--- src/rtl/bg_pkg.sv ---
// bg_pkg: shared types, default constants and wrap-add helper for the background fetch block.
//   No ports; imported by bg_addr_gen and bg_scroll_fetch.
package bg_pkg;

    typedef enum logic [1:0] {IDLE, FETCH, LINE_END, DRAIN} state_t;

    localparam int BG_W    = 640;
    localparam int BG_H    = 480;
    localparam int MEM_LAT = 2;

    // Modular add for operands already below m: a single conditional subtract suffices.
    function automatic int unsigned mod_add(int unsigned a, int unsigned b, int unsigned m);
        return (a + b >= m) ? a + b - m : a + b;
    endfunction

endpackage

--- src/rtl/bg_scroll_fetch_if.sv ---
// bg_scroll_fetch_if: background memory read port.
//   Mem_Rd   - read strobe (master -> memory)
//   Mem_Addr - read address (master -> memory)
//   Mem_Data - read data, valid MEM_LAT cycles after the Mem_Rd cycle (memory -> master)
interface bg_scroll_fetch_if #(
    parameter int ADDR_W = 19,
    parameter int DATA_W = 16
);
    logic              Mem_Rd;
    logic [ADDR_W-1:0] Mem_Addr;
    logic [DATA_W-1:0] Mem_Data;

    modport master (output Mem_Rd, Mem_Addr, input Mem_Data);
    modport slave  (input Mem_Rd, Mem_Addr, output Mem_Data);
endinterface

--- src/rtl/bg_addr_gen.sv ---
// bg_addr_gen: raster walker producing the scrolled background read address.
//   clk, rst_n  - clock, asynchronous active-low reset
//   frame_init  - clear x, y and row_base for a new frame
//   step        - a read is being issued; advance to the next pixel
//   scroll_x    - current horizontal scroll offset (< BG_W)
//   addr        - row_base + wrapped column for the current pixel
//   last_col    - current pixel is the last of its line
//   last_row    - current line is the last of the frame
module bg_addr_gen #(
    parameter int BG_W   = 640,
    parameter int BG_H   = 480,
    parameter int ADDR_W = 19
) (
    input  logic              clk,
    input  logic              rst_n,
    input  logic              frame_init,
    input  logic              step,
    input  logic [9:0]        scroll_x,
    output logic [ADDR_W-1:0] addr,
    output logic              last_col,
    output logic              last_row
);
    import bg_pkg::*;

    localparam int XW = $clog2(BG_W);
    localparam int YW = (BG_H > 1) ? $clog2(BG_H) : 1;

    logic [XW-1:0]     x;
    logic [YW-1:0]     y;
    logic [ADDR_W-1:0] row_base;
    logic [XW-1:0]     col;

    assign col      = XW'(mod_add(32'(x), 32'(scroll_x), BG_W));
    assign addr     = row_base + ADDR_W'(col);
    assign last_col = x == XW'(BG_W - 1);
    assign last_row = y == YW'(BG_H - 1);

    // row_base advances by BG_W per line so no multiplier is needed.
    always_ff @(posedge clk or negedge rst_n) begin
        if (!rst_n) begin
            x        <= '0;
            y        <= '0;
            row_base <= '0;
        end else if (frame_init) begin
            x        <= '0;
            y        <= '0;
            row_base <= '0;
        end else if (step) begin
            x <= last_col ? '0 : x + XW'(1);
            if (last_col && !last_row) begin
                y        <= y + YW'(1);
                row_base <= row_base + ADDR_W'(BG_W);
            end
        end
    end

endmodule

--- src/rtl/bg_scroll_fetch.sv ---
// bg_scroll_fetch: issues one background read per enabled cycle, walking a scrolled
// BG_W x BG_H frame in raster order, and streams the returned pixels downstream.
//   Clk, Reset_n - clock, asynchronous active-low reset
//   BG_EN        - fetch enable, level-sampled each clock
//   Frame_Start  - starts a frame (accepted in IDLE only)
//   Scroll_Step  - scroll increment applied at frame start
//   mem          - memory read port (Mem_Rd, Mem_Addr, Mem_Data)
//   Pix_Data     - pixel to compositor, qualified by Pix_Valid
//   Line_Done    - pulse after the last read of each line is issued
//   Frame_Done   - pulse once the last pixel of the frame has been delivered
//   Scroll_X     - current scroll offset
module bg_scroll_fetch #(
    parameter int BG_W    = 640,
    parameter int BG_H    = 480,
    parameter int ADDR_W  = 19,
    parameter int DATA_W  = 16,
    parameter int MEM_LAT = 2
) (
    input  logic                Clk,
    input  logic                Reset_n,
    input  logic                BG_EN,
    input  logic                Frame_Start,
    input  logic [3:0]          Scroll_Step,
    bg_scroll_fetch_if.master   mem,
    output logic [DATA_W-1:0]   Pix_Data,
    output logic                Pix_Valid,
    output logic                Line_Done,
    output logic                Frame_Done,
    output logic [9:0]          Scroll_X
);
    import bg_pkg::*;

    state_t              state, state_d;
    logic                frame_init, step, frame_done_d;
    logic                last_col, last_row;
    logic [ADDR_W-1:0]   addr;
    logic [MEM_LAT-1:0]  vp;

    bg_addr_gen #(.BG_W(BG_W), .BG_H(BG_H), .ADDR_W(ADDR_W)) u_addr (
        .clk        (Clk),
        .rst_n      (Reset_n),
        .frame_init (frame_init),
        .step       (step),
        .scroll_x   (Scroll_X),
        .addr       (addr),
        .last_col   (last_col),
        .last_row   (last_row)
    );

    always_comb begin
        state_d      = state;
        frame_init   = 1'b0;
        step         = 1'b0;
        frame_done_d = 1'b0;
        case (state)
            IDLE: if (Frame_Start) begin
                frame_init = 1'b1;
                state_d    = FETCH;
            end
            FETCH: if (BG_EN) begin
                step = 1'b1;
                if (last_col)
                    state_d = last_row ? DRAIN : LINE_END;
            end
            LINE_END: state_d = FETCH;
            // The pipeline is empty once no read is outstanding; Pix_Valid may still
            // be high for the final pixel, so Frame_Done lands one cycle after it.
            DRAIN: if (!mem.Mem_Rd && vp == '0) begin
                frame_done_d = 1'b1;
                state_d      = IDLE;
            end
            default: state_d = IDLE;
        endcase
    end

    always_ff @(posedge Clk or negedge Reset_n) begin
        if (!Reset_n) begin
            state        <= IDLE;
            mem.Mem_Rd   <= 1'b0;
            mem.Mem_Addr <= '0;
            vp           <= '0;
            Pix_Valid    <= 1'b0;
            Pix_Data     <= '0;
            Line_Done    <= 1'b0;
            Frame_Done   <= 1'b0;
            Scroll_X     <= '0;
        end else begin
            state      <= state_d;
            mem.Mem_Rd <= step;
            if (step)
                mem.Mem_Addr <= addr;
            Line_Done  <= step && last_col;
            Frame_Done <= frame_done_d;
            vp         <= MEM_LAT'({vp, mem.Mem_Rd});
            Pix_Valid  <= vp[MEM_LAT-1];
            if (vp[MEM_LAT-1])
                Pix_Data <= mem.Mem_Data;
            if (frame_init)
                Scroll_X <= 10'(mod_add(32'(Scroll_X), 32'(Scroll_Step), BG_W));
        end
    end

endmodule
--- src/flat_wrapper.sv ---
// flat-port wrapper written by rule: the top's interface ports become plain ports
module bg_scroll_fetch_flat import bg_pkg::*;
#(
    parameter int BG_W    = 640,
    parameter int BG_H    = 480,
    parameter int ADDR_W  = 19,
    parameter int DATA_W  = 16,
    parameter int MEM_LAT = 2
)
  (Clk, Reset_n, BG_EN, Frame_Start, Scroll_Step, Pix_Data, Pix_Valid, Line_Done, Frame_Done, Scroll_X, mem_Mem_Rd, mem_Mem_Addr, mem_Mem_Data);
  bg_scroll_fetch_if #(.ADDR_W(ADDR_W), .DATA_W(DATA_W)) mem_i ();
  input  logic Clk;
  input  logic Reset_n;
  input  logic BG_EN;
  input  logic Frame_Start;
  input  logic [3:0] Scroll_Step;
  output logic [DATA_W-1:0] Pix_Data;
  output logic Pix_Valid;
  output logic Line_Done;
  output logic Frame_Done;
  output logic [9:0] Scroll_X;
  output wire logic [$bits(mem_i.Mem_Rd)-1:0] mem_Mem_Rd;
  output wire logic [$bits(mem_i.Mem_Addr)-1:0] mem_Mem_Addr;
  input wire logic [$bits(mem_i.Mem_Data)-1:0] mem_Mem_Data;
  assign mem_Mem_Rd = mem_i.Mem_Rd;
  assign mem_Mem_Addr = mem_i.Mem_Addr;
  assign mem_i.Mem_Data = mem_Mem_Data;
  bg_scroll_fetch #(.BG_W(BG_W), .BG_H(BG_H), .ADDR_W(ADDR_W), .DATA_W(DATA_W), .MEM_LAT(MEM_LAT)) u_core (.Clk(Clk), .Reset_n(Reset_n), .BG_EN(BG_EN), .Frame_Start(Frame_Start), .Scroll_Step(Scroll_Step), .mem(mem_i), .Pix_Data(Pix_Data), .Pix_Valid(Pix_Valid), .Line_Done(Line_Done), .Frame_Done(Frame_Done), .Scroll_X(Scroll_X));
endmodule
--- config.mk ---
export PLATFORM = sky130hd
export DESIGN_NAME = bg_scroll_fetch_flat
export DESIGN_NICKNAME = d
export VERILOG_FILES = /design/src/rtl/bg_pkg.sv /design/src/rtl/bg_scroll_fetch_if.sv /design/src/rtl/bg_addr_gen.sv /design/src/rtl/bg_scroll_fetch.sv /design/src/flat_wrapper.sv
export SDC_FILE = /design/constraint.sdc
export NUM_CORES = 1
export LEC_CHECK = 0
export BUFFER_PORTS_ARGS = -buffer_cell sky130_fd_sc_hd__buf_2
export CORE_UTILIZATION = 52
export CTS_CLUSTER_SIZE = 8
export DETAILED_ROUTE_END_ITERATION = 8
export GPL_TIMING_DRIVEN = 0
export PLACE_DENSITY = 0.87
export SLEW_MARGIN = 20
export SYNTH_ARGS = -nofsm -noshare
export SYNTH_HDL_FRONTEND = slang
export SYNTH_SLANG_ARGS = --single-unit
--- constraint.sdc ---
create_clock -name Clk -period 3.9 [get_ports Clk]
set_input_delay 0.585 -clock Clk [delete_from_list [all_inputs] [get_ports Clk]]
set_output_delay 0.585 -clock Clk [all_outputs]
set_load 0.02 [all_outputs]
== Word-level counts from Yosys, hierarchy flattened ==
Index checks and enable logic that the tools add are counted.

* Word-level logic and storage cells: 65
* Flip-flop bits (word level): 91
* Bits of input ports: 24
* Output and inout bits: 49

* Reductions and logical operators: 11
* Muxes and demuxes: 23
* Order comparisons: 2
* Add/subtract/negate cells: 8
* Equal/unequal tests: 9

{| class="wikitable"
|+ Operators by type and width
! cell !! count
|-
| 2-to-1 mux 19 bit || 3
|-
| 2-to-1 mux 10 bit || 5
|-
| 2-to-1 mux 9 bit || 3
|-
| >= comparator 11 x 10 -> 1 bit, second input constant || 2
|-
| subtractor 10 bit, second input constant || 2
|-
| adder 19 x 10 -> 19 bit || 1
|-
| adder 19 x 10 -> 19 bit, second input constant || 1
|-
| adder 10 x 10 -> 11 bit || 1
|-
| adder 10 x 4 -> 11 bit || 1
|-
| adder 10 x 1 -> 10 bit, second input constant || 1
|-
| == test 10 bit, second input constant || 1
|-
| adder 9 x 1 -> 9 bit, second input constant || 1
|-
| == test 9 bit, second input constant || 1
|-
| 2-to-1 mux 2 bit || 4
|-
| case mux 2 bit (4 select lines) || 1
|-
| 2-to-1 mux 1 bit || 7
|-
| == test 2 bit, second input constant || 2
|-
| logical NOT 2 bit || 2
|-
| inequality test 2 x 1 -> 1 bit, second input constant || 2
|-
| inequality test 2 bit, second input constant || 2
|-
| AND reduction 4 bit || 1
|-
| nonzero test 2 bit || 2
|-
| logical AND 1 bit || 3
|-
| == test 2 x 1 -> 1 bit, second input constant || 1
|-
| other kinds (2) || 3
|}

== Depth between registers and ports, before layout ==
* Depth in word-level cells: 6
* Gate-level depth with buffers: 16
* Gate-level depth less buffers: 16

== Modules after synthesis ==
A second synthesis with hierarchy kept.

* Cell total of the unflattened synthesis: 473
* Area total of the unflattened synthesis: 4838.4 sq um

{| class="wikitable"
|+ By module, submodules not included
! module !! times used !! area an instance (sq um) !! sequential area each (sq um) !! cells each
|-
| bg_addr_gen || 1 || 2424.8 || 775.7 || 282
|-
| bg_scroll_fetch || 1 || 2413.6 || 1326.3 || 191
|}

== Worst setup path after synthesis ==
Ideal clock, no wire load.

* Path kind: register to register
* From: reg u_core.Scroll_X[0]
* To: reg u_core.mem.Mem_Addr[15]
* Library setup time: 0.135 ns
* Period minus slack after synthesis: 3.824 ns
* Path buffers: 0
* Setup slack: 0.076 ns
* Stages on the path, launching flop included: 16
* Data arrival time: 3.690 ns
* Data required time: 3.765 ns
* Cells stage by stage: dfrtp_1 ha_1 fa_1 a211oi_1 o21ba_2 nor2_1 or4_1 a211o_1 nand3_1 ha_1 a21oi_1 nor2b_1 o21ai_0 nor2_1 xnor2_1 o21ai_0

* Word-level cells in the longest chain between the ends: 4
* Elaborated cells on any way between the ends: 5
* Classes of those cells: 3 x add/sub; 1 x order compare; 1 x mux

{| class="wikitable"
|+ Ends and longest elaborated chain
! element !! line !! source
|-
| start: declaration || bg_scroll_fetch.sv:29 || <nowiki>output logic [9:0] Scroll_X</nowiki>
|-
| start signal: assignment || bg_scroll_fetch.sv:99 || <nowiki>Scroll_X <= 10'(mod_add(32'(Scroll_X), 32'(Scroll_Step), BG_W));</nowiki>
|-
| adder 10 x 10 -> 11 bit (*) || bg_pkg.sv:13 || <nowiki>return (a + b >= m) ? a + b - m : a + b;</nowiki>
|-
| subtractor 10 bit / >= comparator 11 x 10 -> 1 bit (equally long branches) || bg_pkg.sv:13 ||
|-
| 2-to-1 mux 10 bit (*) || bg_pkg.sv:13 ||
|-
| adder 19 x 10 -> 19 bit (*) || bg_addr_gen.sv:34 || <nowiki>assign addr = row_base + ADDR_W'(col);</nowiki>
|-
| end signal: assignment || bg_scroll_fetch.sv:91 || <nowiki>mem.Mem_Addr <= addr;</nowiki>
|-
| end: declaration || bg_scroll_fetch_if.sv:13 || <nowiki>modport master (output Mem_Rd, Mem_Addr, input Mem_Data);</nowiki>
|}

Mark *: on every way between the ends. The rest lies on a longest branch, timed or not.
A chain may end at the register's enable or synchronous reset.

== Worst setup path after layout ==
* From: reg u_core.u_addr.x[0]
* To: reg u_core.mem.Mem_Addr[11]

* Word-level cells in the longest chain between the ends: 4
* Elaborated cells on any way between the ends: 5
* Classes of those cells: 3 x add/sub; 1 x order compare; 1 x mux

{| class="wikitable"
|+ Ends and longest elaborated chain
! element !! line !! source
|-
| start: declaration || bg_addr_gen.sv:28 || <nowiki>logic [XW-1:0] x;</nowiki>
|-
| start signal: assignment || bg_addr_gen.sv:49 || <nowiki>x <= last_col ? '0 : x + XW'(1);</nowiki>
|-
| adder 10 x 10 -> 11 bit (*) || bg_pkg.sv:13 ||
|-
| subtractor 10 bit / >= comparator 11 x 10 -> 1 bit (equally long branches) || bg_pkg.sv:13 ||
|-
| 2-to-1 mux 10 bit (*) || bg_pkg.sv:13 ||
|-
| adder 19 x 10 -> 19 bit (*) || bg_addr_gen.sv:34 ||
|}

Marked as above.

==> results.tsv <==
metric	value	unit
status	complete, no violations	
kind of critical path	flop to flop	
Peak VDD IR	0.200	mV
Post-Synth Adder-Cell Area	7.44	%
Peak Freq	267	MHz
placed cell area	5270	µm²
DRT iter0 DRCs	223	
clk slew on worst S/H paths	90	ps
Compound-Gate Fraction of Synth Area	15.1	%
Final Setup Violations	0	
Worst R2R Setup Slack	150	ps
Setup crit end kind	flop	
post-route minimum period	3750	ps
crit path max fanout	6	
Setup TNS Final	0	ps
die height	97.5	µm
CTS tree	done	
CTS root buffer	clkbuf_8	
final hold violation count	0	
Power per Cell Area	397	nW/µm²
grt ovf	0	
post-detail-place hpwl	7.88	mm
synth cell count leaders	dfrtp_1, nand2_1, nor2_1	
Final Hold Slack	120	ps
vias in the first global route	3839	
antenna violations before repair	0	
most common cell in the netlist	dfrtp_1	
Avg WL per Cell	15.3	µm
Die W	97.5	µm
Placeable Area	8760	µm²
routed vias	4086	
Tcrit/Tclk final	96.2	%
Vias/cell	5.85	
leak pwr	2.60	nW
area grow syn2layout	17.6	%
largest family of logic cells by synthesized area	simple AND/OR/NAND/NOR gates	
CP Launch Type	flop	
Slew Viols, Final	0	
WP data required	4140	ps
CTS buffer count	9	
XOR/XNOR Fraction of Synth Area	6.99	%
Final Util	63.7	%
Cells after Synth	498	
Syn Area/Cell	9.53	µm²
worst hold path class	input pin to asynchronous set/reset pin	
Synth async-reset ratio	100	%
io pins	73	
first-pass GRT wire length	17.6	mm
First-pass DRT Iterations	6	
design area	5580	µm²
Synth top area share	44.3	%
register area	2100	µm²
Tot GR Track Use	22.8	%
Mapped Area	4740	µm²
clk sinks	84	
clock buffer depth	2	
Routed WL	10.7	mm
FF+latch count, synth	84	
multi-input logic area	2620	µm²
initial core utilization	54.1	%
GPL Wtd Cong	0.853	
mux cell area share after synthesis	4.91	%
Max-Cap Viols	0	
Yosys warnings	0	
max_slew headroom	52.5	%
Mapped Nets	549	
# port buffers	72	
filler cell count	676	
sequential share of the synthesized area	44.3	%
DIE AREA	9510	µm²
pin count of the biggest net entering global routing	60	
NumNets Final	636	
share of cells above drive strength 1	23.1	%
slew of the pin with the lowest slew margin	703	ps
CP arrival	3990	ps
Yosys cell types	61	
leading area contributor after synthesis	dfrtp_1	
ant diodes	0	
Clk Latency, worst-skew pair	370	ps
commonest register cell after synthesis	dfrtp_1	
Cell Rows	34	
CTS H-Tree Depth	3	
ranking of synthesized cells by area	dfrtp_1, ha_1, nand2_1	
Synth Area in Simple Gates	18.9	%
Clock Skew	9.76	ps
Routed Antenna Nets	0	
EDFF count, synth	0	
DRC Markers	0	
==> metrics by stage <==
stage / setup slack, ps / power (mW) / instances
after floorplan: 75.6 / 1.39 / 498
after global placement: -275 / 1.54 / 678
after detailed placement: -312 / 1.57 / 679
after CTS: 10.5 / 2.19 / 694
after global routing: -14.4 / 2.32 / 698
final: 149 / 2.21 / 698
==> worst max-delay path: stages (launching register included) <==
cell	delay (ps)
dfrtp_2	480
ha_4	200
fa_2	430
buf_4	160
xor2_2	190
nor3_1	230
nand2_1	100
or4_1	500
a211o_1	280
nand3_2	80
ha_4	220
a21oi_4	140
nor2b_1	80
o21ai_2	200
buf_4	140
xor2_1	120
o21ai_0	80
==> cells in the final DEF, fill, tap and decap left out, drive strengths merged, types with 13 or more instances in the layout <==
cell    instances
dfrtp          84
xor2           13
nor2           40
nand2          68
a21oi          20
clkbuf         20
nand3          25
ha             25
buf            81
inv            13
mux2           18
xnor2          24
o21ai          42
==> worst paths after layout <==
kind / cells after the start / startpoint / endpoint
min in group Clk: 0 / u_core.vp[1] / u_core.Pix_Valid
setup / recovery: 16 / u_core.u_addr.x[0] / u_core.mem.Mem_Addr[11]
hold reg to reg: 0 / u_core.vp[1] / u_core.Pix_Valid
setup reg to reg: 16 / u_core.u_addr.x[0] / u_core.mem.Mem_Addr[11]
max in group asynchronous: 2 / Reset_n / u_core.Pix_Data[1]
hold / removal: 1 / Reset_n / u_core.mem.Mem_Addr[0]
==> routing by layer <==
layer  global-route usage (%)  up-vias  part of all wire, %  routed length, µm
li1                         -     1946                    -                  -
met1                     29.8     1966                   43               4640
met2                     38.2      159                   49               5210
met3                     3.38       15                  6.3                673
met4                     8.37        0                  1.4                149
met5                        0        -                    0                  0
==> what timing repair did <==
| action | CTS | global route |
|---|---|---|
| resized for setup | 5 | 14 |
| pin swaps | 0 | 8 |
| buffers inserted | 0 | 4 |
| endpoints found under the setup margin | 9 | 9 |
| hold buffers | 0 | 0 |
| endpoints found under the hold margin | 0 | 0 |
==> kinds of logic after synthesis <==
group                      after synthesis
muxes                                   21
DFF                                     84
xor gates and xnor gates                37
AOI/OAI and AO/OA                      111
other                                    1
adders and majority gates               27
and+or+nand+nor                        189
buffers and inverters                   28
==> power breakdown <==
group          total [mW]  internal, mW  switching [mW]
Sequential           1.03         0.945          0.0804
Clock               0.625         0.300           0.326
Combinational       0.561         0.224           0.337
==> final cells by class <==
| type | instances | area share, % |
|---|---|---|
| inverter | 12 | 0.807 |
| clock inverter | 7 | 1.37 |
| clock buffer | 9 | 2.22 |
| timing repair buffer | 77 | 7.54 |
| buffer | 15 | 1.03 |
| tap | 108 | 2.42 |
| multi-input combinational | 386 | 46.9 |
| sequential | 84 | 37.7 |
==> registers in the layout, summed over array words and instances (netlist names) <==
| register | cells |
|---|---|
| u_core.vp | 2 |
| u_core.Pix_Valid | 1 |
| u_core.state | 2 |
| u_core.u_addr.y | 9 |
| u_core.Line_Done | 1 |
| u_core.Frame_Done | 1 |
| u_core.mem.Mem_Addr | 19 |
| u_core.Pix_Data | 16 |
| u_core.Scroll_X | 10 |
| u_core.u_addr.x | 10 |
| u_core.mem.Mem_Rd | 1 |
| u_core.u_addr.row_base | 12 |
Note: power is estimated with default switching activity, not from simulation.
